==> config.mk <==
export PLATFORM = sky130hd
export DESIGN_NAME = vp_centroid
export DESIGN_NICKNAME = d
export VERILOG_FILES = /design/src/rtl/vp_centroid.sv
export SDC_FILE = /design/constraint.sdc
export NUM_CORES = 1
export LEC_CHECK = 0
export ABC_AREA = 1
export CAP_MARGIN = 0
export CORE_MARGIN = 2
export CORE_UTILIZATION = 29
export DETAILED_ROUTE_END_ITERATION = 10
export PLACE_DENSITY_LB_ADDON = 0.2
export SETUP_SLACK_MARGIN = 0.3
export SLEW_MARGIN = 20
export SYNTH_ARGS = -nofsm -noshare
export SYNTH_HDL_FRONTEND = slang
export SYNTH_SLANG_ARGS = --single-unit
==> constraint.sdc <==
create_clock -name clk -period 2.6 [get_ports clk]
set_clock_uncertainty 0.05 [all_clocks]
set_input_delay 0.52 -clock clk [delete_from_list [all_inputs] [get_ports clk]]
set_output_delay 0.52 -clock clk [all_outputs]
set_load 0.02 [all_outputs]
==> src/rtl/vp_centroid.sv <==
// vp_centroid: binary-mask centroid tracker with crosshair overlay.
// Ports: clk, rst, de/h_sync/v_sync/pixel in, delayed timing +
// 24-bit RGB out, centroid_x/y/valid. Optional VP_CENTROID_BBOX_EN.
module vp_centroid #(
  parameter int          X_W        = 11,
  parameter int          Y_W        = 11,
  parameter int          ACC_W      = 32,
  parameter int          MIN_AREA   = 16,
  parameter logic [23:0] MARK_COLOR = 24'hFF0000
) (
  input  logic           clk,
  input  logic           rst,
  input  logic           de_in,
  input  logic           h_sync_in,
  input  logic           v_sync_in,
  input  logic [7:0]     pixel_in,
  output logic           de_out,
  output logic           h_sync_out,
  output logic           v_sync_out,
  output logic [23:0]    pixel_out,
  output logic [X_W-1:0] centroid_x,
  output logic [Y_W-1:0] centroid_y,
  output logic           centroid_valid
);

  localparam int M_W = 2 * X_W + 1;
  localparam int R_W = M_W + 1;
  localparam int C_W = $clog2(ACC_W);

  typedef enum logic [2:0] {
    ACCUM, CHECK, DIV_X, DIV_Y, UPDATE
  } state_t;

  state_t state_q, state_d;

  logic           de_q, vs_q;
  logic [X_W-1:0] x_q;
  logic [Y_W-1:0] y_q;
  logic [M_W-1:0] m00_q, s00_q;
  logic [ACC_W-1:0] m10_q, m01_q;
  logic [ACC_W-1:0] s10_q, s01_q;
  logic [ACC_W-1:0] num_q;
  logic [R_W-1:0] rem_q;
  logic [C_W-1:0] cnt_q;
  logic [X_W-1:0] qx_q, cx_q;
  logic [Y_W-1:0] cy_q;
  logic           valid_q;
  logic           de_o_q, hs_o_q, vs_o_q;
  logic [23:0]    pix_q;

  logic vs_rise, de_fall, fg, last;
  logic ld_x, ld_y, step, chk_fail, upd;
  logic hit, bb_hit;

  assign vs_rise = v_sync_in & ~vs_q;
  assign de_fall = de_q & ~de_in;
  assign fg      = de_in & pixel_in[7];
  assign last    = cnt_q == C_W'(ACC_W - 1);

  // One restoring-division step: remainder never exceeds the
  // divisor, so one extra bit is enough for the shifted value.
  logic [R_W-1:0]   rem_sh, div_ext, rem_nx;
  logic [ACC_W-1:0] quo_nx;
  logic             ge;
  logic [X_W-1:0]   sat_x;
  logic [Y_W-1:0]   sat_y;

  assign rem_sh  = {rem_q[R_W-2:0], num_q[ACC_W-1]};
  assign div_ext = {1'b0, s00_q};
  assign ge      = rem_sh >= div_ext;
  assign rem_nx  = ge ? rem_sh - div_ext : rem_sh;
  assign quo_nx  = {num_q[ACC_W-2:0], ge};

  assign sat_x = (|quo_nx[ACC_W-1:X_W]) ? '1
                                         : quo_nx[X_W-1:0];
  // Y quotient is read in UPDATE, after its final step
  assign sat_y = (|num_q[ACC_W-1:Y_W]) ? '1
                                        : num_q[Y_W-1:0];

  logic [ACC_W:0] sum10, sum01;
  assign sum10 = {1'b0, m10_q} + (ACC_W+1)'(x_q);
  assign sum01 = {1'b0, m01_q} + (ACC_W+1)'(y_q);

  always_comb begin
    state_d  = state_q;
    ld_x     = 1'b0;
    ld_y     = 1'b0;
    step     = 1'b0;
    chk_fail = 1'b0;
    upd      = 1'b0;
    unique case (state_q)
      ACCUM: ;
      CHECK: begin
        if (s00_q < M_W'(MIN_AREA)) begin
          chk_fail = 1'b1;
          state_d  = ACCUM;
        end else begin
          ld_x    = 1'b1;
          state_d = DIV_X;
        end
      end
      DIV_X: begin
        step = 1'b1;
        if (last) begin
          ld_y    = 1'b1;
          state_d = DIV_Y;
        end
      end
      DIV_Y: begin
        step = 1'b1;
        if (last) state_d = UPDATE;
      end
      UPDATE: begin
        upd     = 1'b1;
        state_d = ACCUM;
      end
      default: state_d = ACCUM;
    endcase
    // new snapshot always wins; any division in flight is dropped
    if (vs_rise) begin
      state_d  = CHECK;
      ld_x     = 1'b0;
      ld_y     = 1'b0;
      step     = 1'b0;
      chk_fail = 1'b0;
    end
  end

  always_ff @(posedge clk) begin
    if (rst) begin
      state_q <= ACCUM;
      de_q    <= 1'b0;
      vs_q    <= 1'b0;
      x_q     <= '0;
      y_q     <= '0;
      m00_q   <= '0;
      m10_q   <= '0;
      m01_q   <= '0;
      s00_q   <= '0;
      s10_q   <= '0;
      s01_q   <= '0;
      num_q   <= '0;
      rem_q   <= '0;
      cnt_q   <= '0;
      qx_q    <= '0;
      cx_q    <= '0;
      cy_q    <= '0;
      valid_q <= 1'b0;
      de_o_q  <= 1'b0;
      hs_o_q  <= 1'b0;
      vs_o_q  <= 1'b0;
      pix_q   <= '0;
    end else begin
      state_q <= state_d;
      de_q    <= de_in;
      vs_q    <= v_sync_in;
      de_o_q  <= de_in;
      hs_o_q  <= h_sync_in;
      vs_o_q  <= v_sync_in;
      pix_q   <= (hit | bb_hit) ? MARK_COLOR
                                : {3{pixel_in}};

      if (de_in) begin
        if (~&x_q) x_q <= x_q + X_W'(1);
      end else if (de_fall) begin
        x_q <= '0;
      end

      if (vs_rise) y_q <= '0;
      else if (de_fall && ~&y_q) y_q <= y_q + Y_W'(1);

      if (vs_rise) begin
        s00_q <= m00_q;
        s10_q <= m10_q;
        s01_q <= m01_q;
        m00_q <= '0;
        m10_q <= '0;
        m01_q <= '0;
      end else if (fg) begin
        if (~&m00_q) m00_q <= m00_q + M_W'(1);
        m10_q <= sum10[ACC_W] ? '1 : sum10[ACC_W-1:0];
        m01_q <= sum01[ACC_W] ? '1 : sum01[ACC_W-1:0];
      end

      if (ld_x) begin
        num_q <= s10_q;
        rem_q <= '0;
        cnt_q <= '0;
      end else if (ld_y) begin
        qx_q  <= sat_x;
        num_q <= s01_q;
        rem_q <= '0;
        cnt_q <= '0;
      end else if (step) begin
        num_q <= quo_nx;
        rem_q <= rem_nx;
        cnt_q <= cnt_q + C_W'(1);
      end

      if (chk_fail) valid_q <= 1'b0;
      if (upd) begin
        cx_q    <= qx_q;
        cy_q    <= sat_y;
        valid_q <= 1'b1;
      end
    end
  end

  assign hit = valid_q & de_in & ((x_q == cx_q) | (y_q == cy_q));

`ifdef VP_CENTROID_BBOX_EN
  logic [X_W-1:0] xmin_q, xmax_q, sxmin_q, sxmax_q, bxmin_q, bxmax_q;
  logic [Y_W-1:0] ymin_q, ymax_q, symin_q, symax_q, bymin_q, bymax_q;

  // box is committed together with the centroid so an aborted
  // division cannot pair a fresh box with a stale centroid
  always_ff @(posedge clk) begin
    if (rst) begin
      xmin_q  <= '1;
      xmax_q  <= '0;
      ymin_q  <= '1;
      ymax_q  <= '0;
      sxmin_q <= '1;
      sxmax_q <= '0;
      symin_q <= '1;
      symax_q <= '0;
      bxmin_q <= '0;
      bxmax_q <= '0;
      bymin_q <= '0;
      bymax_q <= '0;
    end else begin
      if (vs_rise) begin
        sxmin_q <= xmin_q;
        sxmax_q <= xmax_q;
        symin_q <= ymin_q;
        symax_q <= ymax_q;
        xmin_q  <= '1;
        xmax_q  <= '0;
        ymin_q  <= '1;
        ymax_q  <= '0;
      end else if (fg) begin
        if (x_q < xmin_q) xmin_q <= x_q;
        if (x_q > xmax_q) xmax_q <= x_q;
        if (y_q < ymin_q) ymin_q <= y_q;
        if (y_q > ymax_q) ymax_q <= y_q;
      end
      if (upd) begin
        bxmin_q <= sxmin_q;
        bxmax_q <= sxmax_q;
        bymin_q <= symin_q;
        bymax_q <= symax_q;
      end
    end
  end

  logic in_x, in_y, on_x, on_y;
  assign in_x = (x_q >= bxmin_q) & (x_q <= bxmax_q);
  assign in_y = (y_q >= bymin_q) & (y_q <= bymax_q);
  assign on_x = (x_q == bxmin_q) | (x_q == bxmax_q);
  assign on_y = (y_q == bymin_q) | (y_q == bymax_q);
  assign bb_hit = valid_q & de_in & ((on_x & in_y) | (on_y & in_x));
`else
  assign bb_hit = 1'b0;
`endif

  assign de_out         = de_o_q;
  assign h_sync_out     = hs_o_q;
  assign v_sync_out     = vs_o_q;
  assign pixel_out      = pix_q;
  assign centroid_x     = cx_q;
  assign centroid_y     = cy_q;
  assign centroid_valid = valid_q;

endmodule

==> results of run 1 <==
## cell type report
type	instances	area share, %
repair buffers	123	6.363
well taps	748	4.745
clock buffers	53	5.671
clock inverters	11	0.4060
inverters	290	5.608
flip-flops and latches	312	31.77
multi-input cells	1677	45.44
## metrics by stage
stage	instances	setup slack, ns
floorplan	2377	0.4677
global placement	3135	-0.06097
detailed placement	3135	-0.04938
CTS	3204	0.3041
global route	3214	0.2413
finish	3214	0.3697
## flip-flops by register name, summed over array words and instances (netlist names)
| register | flops |
|---|---|
| centroid_x | 11 |
| rem_q | 23 |
| s10_q | 32 |
| m00_q | 23 |
| m01_q | 32 |
| centroid_valid | 1 |
| y_q | 11 |
| m10_q | 32 |
| x_q | 11 |
| cnt_q | 5 |
| s01_q | 32 |
| qx_q | 11 |
| h_sync_out | 1 |
| state_q | 3 |
| v_sync_out | 1 |
| pixel_out | 16 |
| num_q | 32 |
| de_out | 1 |
| centroid_y | 11 |
| s00_q | 23 |
## report_power, final
part / leakage (nW) / internal (mW) / total (mW) / switching, mW
combinational: 4.87 / 0.758 / 2.00 / 1.24
clock: 0.596 / 3.00 / 5.14 / 2.14
sequential: 2.55 / 4.96 / 5.08 / 0.117
## what timing repair did
| item | in CTS | in global routing |
|---|---|---|
| setup endpoints to repair | 55 | 118 |
| hold buffers | 0 | 0 |
| setup buffers | 2 | 8 |
| gates cloned | 3 | 2 |
| pin swaps | 2 | 19 |
| resized for setup | 28 | 107 |
## worst max-delay path, cell delays in order, from the launching register on
cell and delay (ns):
dfxtp_4 0.39, inv_4 0.05, ha_4 0.15, fa_2 0.37, inv_2 0.06, nand3_2 0.07, nand2_4 0.11, nand2_2 0.06
nand2_2 0.07, buf_4 0.13, inv_1 0.05, nor2_2 0.14, o21ai_1 0.10, nand3_2 0.11, nand3_1 0.08, nand2_1 0.07
inv_1 0.03
## worst max-delay path by stage
stage,from,endpoint,slack [ns],cells past startpoint
2_1_floorplan,num_q[31],rem_q[17],0.47,14
4_1_cts,y_q[10],m01_q[23],0.30,10
3_5_place_dp,v_sync_in,y_q[3],-0.05,8
3_3_place_gp,v_sync_in,num_q[24],-0.06,10
6_report,num_q[31],rem_q[16],0.37,16
5_1_grt,y_q[2],m01_q[29],0.24,13
## logic make-up after synthesis
group                      share of synthesized area, %
AOI/OAI and AO/OA                                 18.01
xor gates and xnor gates                          3.543
adders and majority gates                         4.202
buffers and inverters                             9.677
DFF                                               38.28
and+or+nand+nor                                   26.29
## layout by cell type, fill, tap and decap left out, types with 10 or more instances in the layout
| cell type | netlist | layout |
|---|---|---|
| a21oi_1 | 276 | 268 |
| a31oi_1 | 23 | 23 |
| buf_4 | 12 | 46 |
| clkbuf_16 | 0 | 40 |
| clkdlybuf4s50_1 | 0 | 61 |
| dfxtp_1 | 312 | 300 |
| dfxtp_2 | 0 | 10 |
| ha_1 | 50 | 20 |
| ha_2 | 0 | 12 |
| ha_4 | 0 | 18 |
| inv_1 | 281 | 266 |
| inv_2 | 6 | 16 |
| nand2_1 | 478 | 461 |
| nand2_2 | 12 | 26 |
| nand3_1 | 119 | 115 |
| nand4_1 | 49 | 49 |
| nor2_1 | 246 | 239 |
| nor3_1 | 27 | 26 |
| nor4_1 | 14 | 14 |
| o21ai_0 | 240 | 230 |
| o21ai_1 | 6 | 13 |
| xnor2_1 | 20 | 20 |
| xor2_1 | 46 | 46 |
## metal layers
| metal | share of wire, % | routed length [µm] | up-vias | track usage, % |
|---|---|---|---|---|
| met5 | 0 | 0 | - | 0 |
| met4 | 1.8 | 907 | 0 | 4.153 |
| met3 | 3.6 | 1845 | 56 | 2.528 |
| met2 | 46 | 23420 | 258 | 28.94 |
| met1 | 48 | 24450 | 7248 | 23.15 |
| li1 | - | - | 7933 | - |
==> impl_metrics.toml, run 1 <==
[synthesis]
synthTopCellsByArea = "dfxtp_1 (38%), nand2_1 (11%), a21oi_1 (8.5%)"
seq_area_frac_synth_pct = 38.28
synth_top_area_share_pct = 38.28
synthArstFlopShare_pct = 0
syn_inst = 2377
ys_warn_count = 0
syn-num-nets = 2443
synthFlopType = "dfxtp_1"
synthTopCellsByCount = "nand2_1 (478), dfxtp_1 (312), inv_1 (281)"
synth.ff_latch_count = 312
synth_edf_count = 0
syn_avg_cell_area_um2 = 6.864
syn_area_mm2 = 0.01632
netlist-cell-type-count = 49
yosysMostFrequentCell = "nand2_1"
synth_area_leader_cell = "dfxtp_1"

[drt]
via_per_inst = 4.821
drt_iter0_drc = 860
drt_wl_total_um = 50630
drcViolationCount = 0
drtAntennaViolNets = 0
first_pass_iters = 5
routedWlPerCell_um = 15.75
num_vias = 15500

[floorplanning]
dieArea_mm2 = 0.05818
rows = 86
core_area_mm2 = 0.05542
fp.dieW_um = 241.2
ioPinCount = 63
die_h_um = 241.2
initial_core_util_pct = 29.44

[clock_network]
clockRootBuffer = "clkbuf_16"
numCtsBuffers = 39
clk_pin_slew_ns = 0.06
clock_latency_ns = 0.56
cts_max_level = 2
clockBufferDepth = 3
clock-sinks = 312
cts_tree = "done"

[worst_setup_path]
cp-end-kind = "flip-flop"
worstSetupPathType = "reg2reg"
crit_required_ns = 2.99
timing.rr.end = "rem_q[16]"
cp_data_arrival_time_ns = 2.62
rr_startpoint = "num_q[31]"
worst_r2r_path_depth = 16
rrSetupSlack_ns = 0.37
worst_setup_path_start_kind = "flip-flop"
critPathMaxFanout = 4

[timing]
hold_violations = 0
rsz0062_at_grt = "yes"
min_period_ns = 2.230
max_freq_mhz = 448.4
slew_headroom_pct = 52.01
setup_tns_ns = 0
maxSlewViolCount = 0
setup_viol = 0
holdWs_ns = 0.4017
finalCritPeriodShare_pct = 85.78
tightest_slew_ns = 0.7198

[final_layout]
syn_to_final_growth_pct = 20.87
drive_gt1_share_pct = 11.07
multi_input_area_mm2 = 0.008961
utilization_pct = 35.59
nFillCells = 5928
num_antenna_cells = 0
regArea_mm2 = 0.006266
stdcell_area_mm2 = 0.01972
fin_nets = 2509

[min_path]
hp-start = "s01_q[18]"
min_to = "s01_q[18]"
whs_path_depth = 2
hold_path.class = "reg2reg"

[global_route]
grt-ovfl-total = 0
grt_antenna_before_repair = 0
grt_max_degree = 139
grt.total_usage_pct = 17.22
grt_pass1_vias = 14860
grt_pass1_wl_um = 80010

[power_and_ir_drop]
irDropWorstVdd_mv = 0.4798
power.density_mw_per_mm2 = 619.5
power.leakage_nw = 8.018
p_total_mw = 12.22

[status]
status = "complete, no violations"

[placement]
numPortBuffers = 62
place_congestion = 0.8566
place_area_mm2 = 0.01782
dp_hpwl_um = 35660

[flow_run]
max_cap_violations = 0
No activity file was read; power rests on OpenSTA's default activity.
==> inputs of run 2 (changes only) <==
Settings changed: ABC_CLOCK_PERIOD_IN_PS from default to 2600.
==> results of run 2 <==
Final layout, timing and power as in run 1 (identical DEF).
